==> src/rtl/if_fetch.sv <==
// ---------------------------------------------------------------------------
// if_fetch -- instruction fetch stage with a one-word skid buffer.
//
// Issues one instruction-memory request per cycle from the program counter
// and registers the returned word into the IF/ID outputs. When the pipeline
// stalls while a word is arriving, that word is parked in a skid buffer. When
// the stall releases, the parked word goes out next.
//
// Redirect from execute (jump_flag) has top priority. It flushes the skid
// buffer and any response arriving on the same edge.
//
// Optional interrupt entry is compiled in when the macro FETCH_INT_EN is
// defined. Without it, int_req/int_ret are ignored and int_ack/int_epc read 0.
//
// Parameters
//   CPU_WIDTH   instruction / PC / data width
//   RST_ADDR    PC after reset
//   INT_VECTOR  PC loaded on interrupt entry
//
// Ports
//   clk, rst            clock, asynchronous active-high reset
//   hold_flag           pipeline stall (also freezes IF/ID)
//   jump_flag/addr      redirect request and target
//   int_req, int_ret    interrupt request (level), handler-return pulse
//   int_ack, int_epc    entry pulse, captured return address
//   imem_req/addr       memory request and fetch address (= pc)
//   imem_ready/rdata    memory response handshake and data
//   IF_inst_data/pc/valid  registered instruction, its address, valid flag
// ---------------------------------------------------------------------------
module if_fetch #(
    parameter int                   CPU_WIDTH  = 16,
    parameter logic [CPU_WIDTH-1:0] RST_ADDR   = {CPU_WIDTH{1'b0}},
    parameter logic [CPU_WIDTH-1:0] INT_VECTOR = 16'h0004
) (
    input  logic                 clk,
    input  logic                 rst,
    input  logic                 hold_flag,
    input  logic                 jump_flag,
    input  logic [CPU_WIDTH-1:0] jump_addr,
    input  logic                 int_req,
    input  logic                 int_ret,
    output logic                 int_ack,
    output logic [CPU_WIDTH-1:0] int_epc,
    output logic                 imem_req,
    output logic [CPU_WIDTH-1:0] imem_addr,
    input  logic                 imem_ready,
    input  logic [CPU_WIDTH-1:0] imem_rdata,
    output logic [CPU_WIDTH-1:0] IF_inst_data,
    output logic [CPU_WIDTH-1:0] IF_pc,
    output logic                 IF_valid
);

    localparam logic S_REQ  = 1'b0;
    localparam logic S_SKID = 1'b1;

    localparam logic [CPU_WIDTH-1:0] ZERO_W = {CPU_WIDTH{1'b0}};
    localparam logic [CPU_WIDTH-1:0] ONE_W  = {{(CPU_WIDTH-1){1'b0}}, 1'b1};

    logic                 state_q,   state_d;
    logic [CPU_WIDTH-1:0] pc_q,      pc_d;
    logic [CPU_WIDTH-1:0] skid_q,    skid_d;
    logic [CPU_WIDTH-1:0] skid_pc_q, skid_pc_d;
    logic [CPU_WIDTH-1:0] inst_q,    inst_d;
    logic [CPU_WIDTH-1:0] if_pc_q,   if_pc_d;
    logic                 valid_q,   valid_d;
    logic                 int_entry_s;
    logic [CPU_WIDTH-1:0] pc_inc_s;

    // Wraps naturally modulo 2^CPU_WIDTH.
    assign pc_inc_s = pc_q + ONE_W;

`ifdef FETCH_INT_EN
    logic                 int_busy_q, int_busy_d;
    logic                 int_ack_q,  int_ack_d;
    logic [CPU_WIDTH-1:0] int_epc_q,  int_epc_d;

    // Entry is blocked by a same-edge int_ret, so a return and a new request
    // on one edge defer entry to the following edge.
    // Interrupt entry decision.
    always_comb begin
        int_entry_s = (state_q == S_REQ) && int_req && !int_busy_q && !int_ret
                      && !jump_flag && !hold_flag;
    end

    // Interrupt bookkeeping next-state.
    always_comb begin
        int_ack_d  = 1'b0;
        int_epc_d  = int_epc_q;
        int_busy_d = int_busy_q;
        if (int_ret) begin
            int_busy_d = 1'b0;
        end else if (int_entry_s) begin
            int_busy_d = 1'b1;
            int_ack_d  = 1'b1;
            int_epc_d  = pc_q;
        end else begin
            int_busy_d = int_busy_q;
        end
    end

    // Interrupt bookkeeping registers.
    always_ff @(posedge clk or posedge rst) begin
        if (rst) begin
            int_busy_q <= 1'b0;
            int_ack_q  <= 1'b0;
            int_epc_q  <= ZERO_W;
        end else begin
            int_busy_q <= int_busy_d;
            int_ack_q  <= int_ack_d;
            int_epc_q  <= int_epc_d;
        end
    end

    assign int_ack = int_ack_q;
    assign int_epc = int_epc_q;
`else
    // Interrupt pins stay on the boundary but have no effect in this build.
    logic unused_int_s;
    assign unused_int_s = ^{int_req, int_ret, INT_VECTOR};
    assign int_entry_s  = 1'b0;
    assign int_ack      = 1'b0;
    assign int_epc      = ZERO_W;
`endif

    // FSM state register.
    always_ff @(posedge clk or posedge rst) begin
        if (rst) begin
            state_q <= S_REQ;
        end else begin
            state_q <= state_d;
        end
    end

    // FSM next-state logic; redirect and interrupt entry always return to S_REQ.
    always_comb begin
        state_d = state_q;
        if (jump_flag || int_entry_s) begin
            state_d = S_REQ;
        end else begin
            case (state_q)
                S_REQ: begin
                    if (imem_ready && hold_flag) begin
                        state_d = S_SKID;
                    end else begin
                        state_d = S_REQ;
                    end
                end
                S_SKID: begin
                    if (!hold_flag) begin
                        state_d = S_REQ;
                    end else begin
                        state_d = S_SKID;
                    end
                end
                default: state_d = S_REQ;
            endcase
        end
    end

    // FSM output logic: a request is in flight only in S_REQ and never in reset.
    always_comb begin
        if (rst) begin
            imem_req = 1'b0;
        end else if (state_q == S_REQ) begin
            imem_req = 1'b1;
        end else begin
            imem_req = 1'b0;
        end
    end

    assign imem_addr = pc_q;

    // Datapath next-state: pc, skid buffer and IF/ID outputs.
    always_comb begin
        pc_d      = pc_q;
        skid_d    = skid_q;
        skid_pc_d = skid_pc_q;
        inst_d    = inst_q;
        if_pc_d   = if_pc_q;
        valid_d   = valid_q;
        if (jump_flag) begin
            // Flush: drop the skid word and any response on this edge.
            pc_d      = jump_addr;
            skid_d    = ZERO_W;
            skid_pc_d = ZERO_W;
            inst_d    = ZERO_W;
            valid_d   = 1'b0;
        end else if (int_entry_s) begin
            pc_d    = INT_VECTOR;
            inst_d  = ZERO_W;
            valid_d = 1'b0;
        end else begin
            case (state_q)
                S_REQ: begin
                    if (imem_ready && !hold_flag) begin
                        inst_d  = imem_rdata;
                        if_pc_d = pc_q;
                        valid_d = 1'b1;
                        pc_d    = pc_inc_s;
                    end else if (imem_ready) begin
                        // Stalled while the word arrives: park it.
                        skid_d    = imem_rdata;
                        skid_pc_d = pc_q;
                        pc_d      = pc_inc_s;
                    end else if (!hold_flag) begin
                        inst_d  = ZERO_W;
                        valid_d = 1'b0;
                    end else begin
                        pc_d = pc_q;
                    end
                end
                S_SKID: begin
                    if (!hold_flag) begin
                        inst_d  = skid_q;
                        if_pc_d = skid_pc_q;
                        valid_d = 1'b1;
                    end else begin
                        pc_d = pc_q;
                    end
                end
                default: pc_d = pc_q;
            endcase
        end
    end

    // Datapath registers.
    always_ff @(posedge clk or posedge rst) begin
        if (rst) begin
            pc_q      <= RST_ADDR;
            skid_q    <= ZERO_W;
            skid_pc_q <= ZERO_W;
            inst_q    <= ZERO_W;
            if_pc_q   <= ZERO_W;
            valid_q   <= 1'b0;
        end else begin
            pc_q      <= pc_d;
            skid_q    <= skid_d;
            skid_pc_q <= skid_pc_d;
            inst_q    <= inst_d;
            if_pc_q   <= if_pc_d;
            valid_q   <= valid_d;
        end
    end

    assign IF_inst_data = inst_q;
    assign IF_pc        = if_pc_q;
    assign IF_valid     = valid_q;

endmodule

==> config.mk <==
export PLATFORM = sky130hd
export DESIGN_NAME = if_fetch
export DESIGN_NICKNAME = d
export VERILOG_FILES = /design/src/rtl/if_fetch.sv
export SDC_FILE = /design/constraint.sdc
export NUM_CORES = 1
export LEC_CHECK = 0
export BUFFER_PORTS_ARGS = -buffer_cell sky130_fd_sc_hd__buf_2
export CAP_MARGIN = 20
export CORE_MARGIN = 2
export CORE_UTILIZATION = 45
export DETAILED_ROUTE_END_ITERATION = 16
export PLACE_DENSITY = 0.71
export SYNTH_ARGS = -nofsm -noshare
export SYNTH_HDL_FRONTEND = slang
export SYNTH_SLANG_ARGS = --single-unit
==> constraint.sdc <==
create_clock -name clk -period 2.2 [get_ports clk]
set_input_delay 0.22 -clock clk [delete_from_list [all_inputs] [get_ports clk]]
set_output_delay 0.22 -clock clk [all_outputs]
set_load 0.005 [all_outputs]
==> results of run 1 <==
## cell families after synthesis
family | count (synthesis) | synth area share, %
AO/OA/AOI/OAI | 82 | 14.9
other | 1 | 0.0985
AND/OR/NAND/NOR | 128 | 17.0
XOR/XNOR | 11 | 2.53
flip-flops | 82 | 53.9
adder cells (fa/ha/maj) | 1 | 0.328
buffers and inverters | 48 | 6.83
multiplexers | 17 | 4.47
## final timing paths
| kind | start | endpoint | slack (ps) | cells past startpoint |
|---|---|---|---|---|
| setup reg to reg | state_q | IF_pc[10] | 470 | 3 |
| max in group asynchronous | rst | skid_pc_q[1] | 1490 | 3 |
| min in group clk | jump_addr[6] | imem_addr[6] | 80 | 3 |
| hold / removal | rst | IF_inst_data[2] | 50 | 2 |
| hold reg to reg | IF_pc[5] | IF_pc[5] | 480 | 2 |
| setup / recovery | state_q | IF_pc[10] | 470 | 3 |
## cell type report
| class | instances | area, sq um | area share (%) |
|---|---|---|---|
| multi-input cells | 256 | 1560 | 34.7 |
| inverters | 2 | 11.3 | 0.250 |
| repair buffers | 97 | 526 | 11.7 |
| flip-flops and latches | 82 | 2050 | 45.6 |
| clock buffers | 9 | 124 | 2.75 |
| clock inverters | 7 | 93.8 | 2.08 |
| well taps | 105 | 131 | 2.92 |
## cells in the mapped netlist, drive strengths merged, types with 6 or more instances
master  number  area, sq um
nor3        18         90.1
a21oi       11         55.1
o21ai       29          145
dfrtp       82         2050
nand4        6         37.5
xor2         8         70.1
buf         24          170
a22o        21          184
nor2b       20          125
nand3        6         42.5
nand2       57          214
mux2i       17          170
clkbuf      22         82.6
a221oi      16          140
## routing by layer
metal | GRT usage, % | vias up | wire, microns
met4 | 8.10 | 0 | 130
met1 | 29.0 | 1433 | 4030
met3 | 3.68 | 11 | 464
li1 | - | 1433 | -
met5 | 0 | - | 0
met2 | 28.6 | 86 | 3850
## worst register-to-register path, cell delays in order (launching register included)
cell and delay [ps]:
dfrtp_1 460, nor2_1 170, or3_1 770, o21ai_1 190
## power by group
| part | internal [mW] | switching (mW) | leakage (nW) |
|---|---|---|---|
| clock | 0.637 | 0.546 | 0.105 |
| sequential | 1.64 | 0.121 | 1.07 |
| combinational | 0.235 | 0.278 | 0.964 |
## through the flow
stage / hold slack [ps] / cell area (sq um) / std cells / util (%) / power (mW)
CTS: 71.3 / 4500 / 558 / 54.8 / 3.49
global placement: 433 / 4280 / 542 / 52.1 / 2.29
global route: 89.4 / 4500 / 558 / 54.8 / 3.65
detailed placement: 441 / 4280 / 542 / 52.1 / 2.31
floorplan: 347 / 3870 / 386 / - / 2.09
finish: 53.4 / 4500 / 558 / 54.8 / 3.46
## state kept, by name (all words and copies together) (netlist names)
name / flops
imem_addr: 16
IF_pc: 16
state_q: 1
IF_inst_data: 16
IF_valid: 1
skid_pc_q: 16
skid_q: 16
==> results_dict.tcl, run 1 <==
set metrics [dict create \
    status "finished clean" \
    cts_hold_buffers 0 \
    n_antenna_cell 0 \
    worst_ir_drop_vdd_mv 0.316 \
    grt_pass1_vias 2894 \
    nets 488 \
    crit_path_cell_trace "nor2_1 -> or3_1 -> o21ai_1" \
    slew_headroom_pct 35.5 \
    dp_hpwl_microns 5910 \
    coreArea_sq_um 8220 \
    ys.warnings.count 0 \
    viasPerCell 5.31 \
    first_pass_iters 4 \
    io_buffers 86 \
    finalSetupViolCount 0 \
    wl_per_cell_microns 15.2 \
    syn_area_sq_um 3810 \
    post-route-period-util_pct 78.7 \
    layout_common_cells "buf_2, dfrtp_1, nand2_1" \
    clk_pin_slew_ps 90 \
    grt_max_degree 40 \
    synth_edf_count 0 \
    tns_ps 0 \
    p_per_area_nw_per_um2 768 \
    rsz0062_at_grt "no" \
    io_pins 106 \
    ys_seq_elements 82 \
    worst_setup_path_end_kind "flip-flop" \
    cts_resized 0 \
    cts_tree "yes" \
    drive_gt1_share_pct 26.0 \
    post_cts_buffers 0 \
    gp_congestion 0.787 \
    critPathMaxStageDelay_ps 770 \
    drc 0 \
    drtAntennaViolNets 0 \
    cp.required_ps 2390 \
    finalHoldViolations 0 \
    drtIter0Drc 173 \
    via_count 2963 \
    dieHeight_microns 96 \
    crit_buf_inv 0 \
    clkLatencyLatePin_ps 340 \
    cts_made_buffers 9 \
    clockRootBuffer "clkbuf_8" \
    crit_type "flip-flop to flip-flop" \
    dieWidth_microns 96 \
    wirelength_microns 8480 \
    overflow 0 \
    drv_cap 0 \
    die_area_sq_um 9220 \
    grt_pass1_wl_microns 14000 \
    syn_avg_cell_area_sq_um 10.3 \
    syn2layout_area_growth_pct 18.2 \
    synth_cells 370 \
    antenna_found_initial 0 \
    tightest_slew_ps 968 \
    synthFlopType "dfrtp_1" \
    cp_top_family "simple AND/OR/NAND/NOR gates" \
    cp_max_fo 33 \
    synthArstFlopShare_pct 100 \
    leakagePower_nw 2.14 \
    place_ws_ps 470 \
    start_util_pct 46.4 \
    setup_ws_ps 468 \
    final_common_cell "buf_2" \
    grtUsageTotal_pct 19.7 \
    period_needed_ps 1730 \
    slowest_stage "or3_1" \
    cts_htree_levels 3 \
    fillers 736 \
    seq_area_frac_synth_pct 53.9 \
    cts.sinks 82 \
    rows 33 \
    maxSlewViolCount 0 \
    synth_cell_types 37 \
    crit_path_start_kind "flip-flop" \
    fin_skew_ps 8.76 \
    max_freq_ghz 0.577 \
    critPathArrivalTime_ps 1920 \
    clockBufferDepth 2 \
    min_path_type "input port to async pin" \
]
(Power assumes the default switching activity.)
==> run 2, diff against run 1 <==
ABC_AREA = 1   (was default)
PLACE_DENSITY = 0.7   (was 0.71)
clock period = 1.5 ns   (was 2.2 ns; I/O delays follow)
==> run 2 against run 1 <==
- synthesized cell count is 35% higher
- cell count is 25% higher
- sequential power is 50% higher
- largest cell class unchanged
- final area is 6.4% higher
- via count is 23% higher
- clock skew is 4.6 ps higher
==> results_dict.tcl, run 2 <==
set metrics [dict create \
    fillers 809 \
    syn_avg_cell_area_sq_um 8.19 \
    netlist_top_cells_count "nand2_1, dfrtp_1, o21ai_1" \
    synthFlopType "dfrtp_1" \
    post_cts_buffers 0 \
    max_freq_ghz 0.701 \
    drv_cap 0 \
    yosys-top-cells-area "dfrtp_1, nand2_1, o21ai_1" \
    r2r_slack_ps 110 \
    synth_cell_types 33 \
    drtAntennaViolNets 0 \
    dieHeight_microns 99.3 \
    drive_gt1_share_pct 23.1 \
    critPathArrivalTime_ps 1280 \
    synthArstFlopShare_pct 100 \
    syn2layout_area_growth_pct 17.3 \
    rsz0062_at_grt "no" \
    clkLatencyLatePin_ps 370 \
    final_common_cell "nand2_1" \
    via_count 3640 \
    total_power_mw 5.24 \
    leakagePower_nw 2.41 \
    clockRootBuffer "clkbuf_8" \
    critPathMaxStageDelay_ps 480 \
    grt_pass1_vias 3378 \
    drc 0 \
    first_pass_iters 5 \
    wl_per_cell_microns 14.0 \
    crit_type "flip-flop to output pin" \
    cts.sinks 82 \
    antenna_found_initial 0 \
    synth_edf_count 0 \
    status "finished clean" \
    period_needed_ps 1430 \
    slowest_stage "dfrtp_2" \
    gp_congestion 0.838 \
    finalSetupViolCount 0 \
    fin_skew_ps 13.4 \
    post-route-period-util_pct 95.0 \
    clk_pin_slew_ps 90 \
    cp.required_ps 1350 \
    p_per_area_nw_per_um2 1090 \
    cts_htree_levels 3 \
    post-synth-top-count-cell "nand2_1" \
    tns_ps 0 \
    io_pins 106 \
    yosysTopAreaCellShare_pct 50.2 \
    clockBufferDepth 2 \
    io_buffers 86 \
    dieWidth_microns 99.3 \
    grt_pass1_wl_microns 16500 \
    dpl.cell_count 679 \
    seq_area_sq_um 2050 \
    cts_tree "yes" \
    crit_path_cell_trace "buf_4 -> nor2_1 -> buf_2" \
    crit_path_start_kind "flip-flop" \
    coreArea_sq_um 8760 \
    multiInputGateArea_sq_um 1680 \
    rows 34 \
    viasPerCell 5.22 \
    cts_made_buffers 9 \
    grt_max_degree 45 \
    synth_top_area_cell "dfrtp_1" \
    start_util_pct 46.6 \
    layoutNonFillerInstCount 697 \
    wirelength_microns 9780 \
    cp_max_fo 17 \
    syn_area_sq_um 4090 \
    grtUsageTotal_pct 21.0 \
    die_area_sq_um 9860 \
    ys.warnings.count 0 \
    ys_seq_elements 82 \
    n_antenna_cell 0 \
    dp_hpwl_microns 7060 \
    worst_ir_drop_vdd_mv 0.464 \
    nets 624 \
    synth_cells 499 \
    worst_setup_path_end_kind "output pin" \
    overflow 0 \
    finalHoldViolations 0 \
    drtIter0Drc 292 \
    maxSlewViolCount 0 \
    seq_area_frac_synth_pct 50.2 \
    min_path_type "input port to flip-flop" \
    layout_common_cells "nand2_1, buf_2, dfrtp_1" \
]
run 2: power by group:
group | total (mW) | leakage [nW] | internal, mW | switching, mW
combinational | 1.06 | 1.28 | 0.434 | 0.625
clock | 1.54 | 0.0969 | 0.637 | 0.908
sequential | 2.64 | 1.03 | 2.45 | 0.192
run 2: repair_timing:
action,4_1_cts,5_1_grt
resized for setup,1,5
endpoints found under the setup margin,1,6
pin swaps,0,0
hold buffers,2,0
endpoints found under the hold margin,19,0
run 2: logic make-up (layout without fill, tap and decap cells):
logic type	count (synthesis)	count (layout)	share of synthesized area (%)
AOI/OAI and AO/OA	146	146	18.8
xor gates and xnor gates	2	2	0.429
adders and majority gates	1	1	0.306
buffers and inverters	80	154	10.6
DFF	82	82	50.2
other	1	17	0.0918
and+or+nand+nor	187	187	19.5
run 2: per-stage QoR:
step | hold WS, ps | worst slack [ps] | utilization, % | cell area [sq um]
after global routing | 13.6 | 0.337 | 54.7 | 4790
after CTS | 14.1 | 65.3 | 54.5 | 4780
after global placement | 197 | 110 | 52.2 | 4570
final | 19.7 | 74.4 | 54.7 | 4790
after detailed placement | 201 | 58.0 | 52.2 | 4570
after floorplan | 273 | 179 | - | 4150
run 2: per-layer routing:
metal  track usage [%]  part of all wire, %  wire [microns]  up-vias
li1                  -                    -               -     1798
met1              30.2                   47            4550     1665
met2              31.7                   44            4290      165
met3              5.48                  7.9             771       12
met4              5.90                  1.7             168        0
met5                 0                    0               0        -
run 2: worst max-delay path: cells and delay by family (launching register included):
family	cells	cell delay, ps
buf+inv	2	330
simple gates	1	100
flops	1	480
run 2: cell type report:
type / instances / area share [%]
clock buffer: 9 / 2.58
clock inverter: 7 / 1.25
inverter: 34 / 2.79
multi-input combinational: 353 / 35.0
sequential: 82 / 42.9
tap: 108 / 2.82
timing repair buffer: 104 / 12.7
run 2: worst paths after layout:
check / startpoint / endpoint / cells past startpoint
setup reg to reg: imem_addr[5] / imem_addr[8] / 7
hold / removal: jump_addr[5] / imem_addr[5] / 3
hold reg to reg: skid_q[2] / skid_q[2] / 2
min in group asynchronous: rst / IF_pc[8] / 3
max in group asynchronous: rst / IF_inst_data[3] / 4
setup / recovery: state_q / imem_req / 3
==> run 3, diff against run 2 <==
CORE_MARGIN = default   (was 2)
CORE_UTILIZATION = 48   (was 45)
PLACE_DENSITY = 0.74   (was 0.7)
==> run 3 against run 2 <==
- die area down 9.9%
- wire length up 0.97%
- total power about the same
- utilization up 3.8 points
- clock skew down 6.8 ps
- hold slack better by 1.5 ps
- non-clock buffer count up 3
- first-iteration DRC count down 33%
- combinational power about the same
==> results_dict.tcl, run 3 (synthesis results as in run 2) <==
set metrics [dict create \
    power_frac_clock_pct 29.8 \
    dieWidth_microns 94.3 \
    leakagePower_nw 2.42 \
    slew_headroom_pct 63.1 \
    clkLatencyLatePin_ps 360 \
    io_buffers 86 \
    cts_tree "yes" \
    p_sw_share_pct 29.6 \
    overflow 0 \
    worst_setup_path_end_kind "output pin" \
    crit_path_start_kind "flip-flop" \
    dp_hpwl_microns 6990 \
    grt_max_degree 33 \
    wirelength_microns 9880 \
    min_from "jump_addr[2]" \
    placed_cell_area_sq_um 4600 \
    gp_congestion 0.842 \
    final_common_cell "nand2_1" \
    crit_type "flip-flop to output pin" \
    crit-reg2reg-launch "state_q" \
    start_util_pct 49.7 \
    cts.sinks 82 \
    worst_ir_drop_vdd_mv 0.523 \
    via_count 3641 \
    finalSetupViolCount 0 \
    first_pass_iters 4 \
    internal_power_mw 3.69 \
    drv_cap 0 \
    die_area_sq_um 8880 \
    cp.required_ps 1350 \
    layout_common_cells "nand2_1, buf_2, dfrtp_1" \
    n_antenna_cell 0 \
    finalHoldViolations 0 \
    grt_pass1_wl_microns 16500 \
    cts_htree_levels 3 \
    drtIter0Drc 196 \
    ff2ff_path_depth 6 \
    period_needed_ps 1400 \
    p_per_area_nw_per_um2 1090 \
    fin_skew_ps 6.59 \
    max_freq_ghz 0.714 \
    clockRootBuffer "clkbuf_8" \
    post-route-period-util_pct 93.4 \
    critPathLaunch "state_q" \
    fillers 777 \
    dieHeight_microns 94.3 \
    post_cts_buffers 0 \
    status "finished clean" \
    p_comb_share_pct 20.1 \
    cts_made_buffers 9 \
    dpl.cell_count 680 \
    antenna_found_initial 0 \
    r2r_slack_ps 130 \
    seq_area_sq_um 2050 \
    grtUsageTotal_pct 24.2 \
    tightest_slew_ps 553 \
    fin_area_sq_um 4810 \
    drtAntennaViolNets 0 \
    maxSlewViolCount 0 \
    clockBufferDepth 2 \
    drive_gt1_share_pct 23.2 \
    wl_per_cell_microns 14.2 \
    min_path_type "input port to flip-flop" \
    cp_max_fo 15 \
    whs_path_depth 3 \
    clk_pin_slew_ps 70 \
    hold-path-endpoint "imem_addr[2]" \
    io_pins 106 \
    syn2layout_area_growth_pct 17.7 \
    net-switching-power_mw 1.55 \
    multiInputGateArea_sq_um 1670 \
    layoutNonFillerInstCount 696 \
    grt_pass1_vias 3590 \
    viasPerCell 5.23 \
    rows 33 \
    nets 627 \
    critPathArrivalTime_ps 1250 \
    drc 0 \
    coreArea_sq_um 8220 \
    r2r-end "imem_addr[4]" \
    p_seq_share_pct 50.0 \
]
run 3: power groups by stage:
stage / clock (mW) / sequential [mW] / combinational (mW)
floorplan: 0 / 2.66 / 0.647
global placement: 0 / 2.65 / 1.02
detailed placement: 0 / 2.66 / 1.06
CTS: 1.60 / 2.62 / 1.06
global route: 1.69 / 2.65 / 1.21
finish: 1.56 / 2.62 / 1.05
run 3: critical path, stage by stage (launching register included):
cell,delay (ps)
dfrtp_2,500
buf_6,190
nor2_1,100
buf_2,110
run 3: cell type report:
type / count / area share (%)
Sequential cell: 82 / 42.7
Multi-Input combinational cell: 353 / 34.8
Timing Repair Buffer: 107 / 13.1
Clock buffer: 12 / 3.02
Inverter: 34 / 2.78
Tap cell: 105 / 2.73
Clock inverter: 3 / 0.833
run 3: how the worst max path moves through the flow:
stage	endpoint	slack, ps	cells after the start
after CTS	imem_req	30	3
after global routing	imem_addr[8]	-5	7
after detailed placement	imem_addr[4]	50	6
after global placement	imem_addr[15]	100	7
after floorplan	imem_addr[14]	180	8
final	imem_req	100	3
run 3: repair_timing:
item,in CTS,in global routing
resized for setup,1,5
endpoints found under the setup margin,1,5
hold endpoints to repair,20,0
hold buffers,1,0
run 3: layer usage:
layer | wire length, microns | part of all wire, % | track usage [%] | vias to the layer above
li1 | - | - | - | 1798
met1 | 4340 | 44 | 30.7 | 1690
met2 | 4630 | 47 | 39.9 | 136
met3 | 695 | 7.0 | 5.18 | 17
met4 | 214 | 2.2 | 9.62 | 0
met5 | 0 | 0 | 0 | -
run 3: per-stage QoR:
step	setup slack, ps	power (mW)	TNS (ps)	util [%]	hold slack (ps)
3_3_place_gp	98.7	3.68	0	55.9	238
2_1_floorplan	179	3.31	0	-	273
5_1_grt	-5.26	5.56	-5.26	58.5	26.2
4_1_cts	29.5	5.28	0	58.3	13.0
3_5_place_dp	47.4	3.72	0	55.9	248
6_report	99.5	5.24	0	58.5	21.2
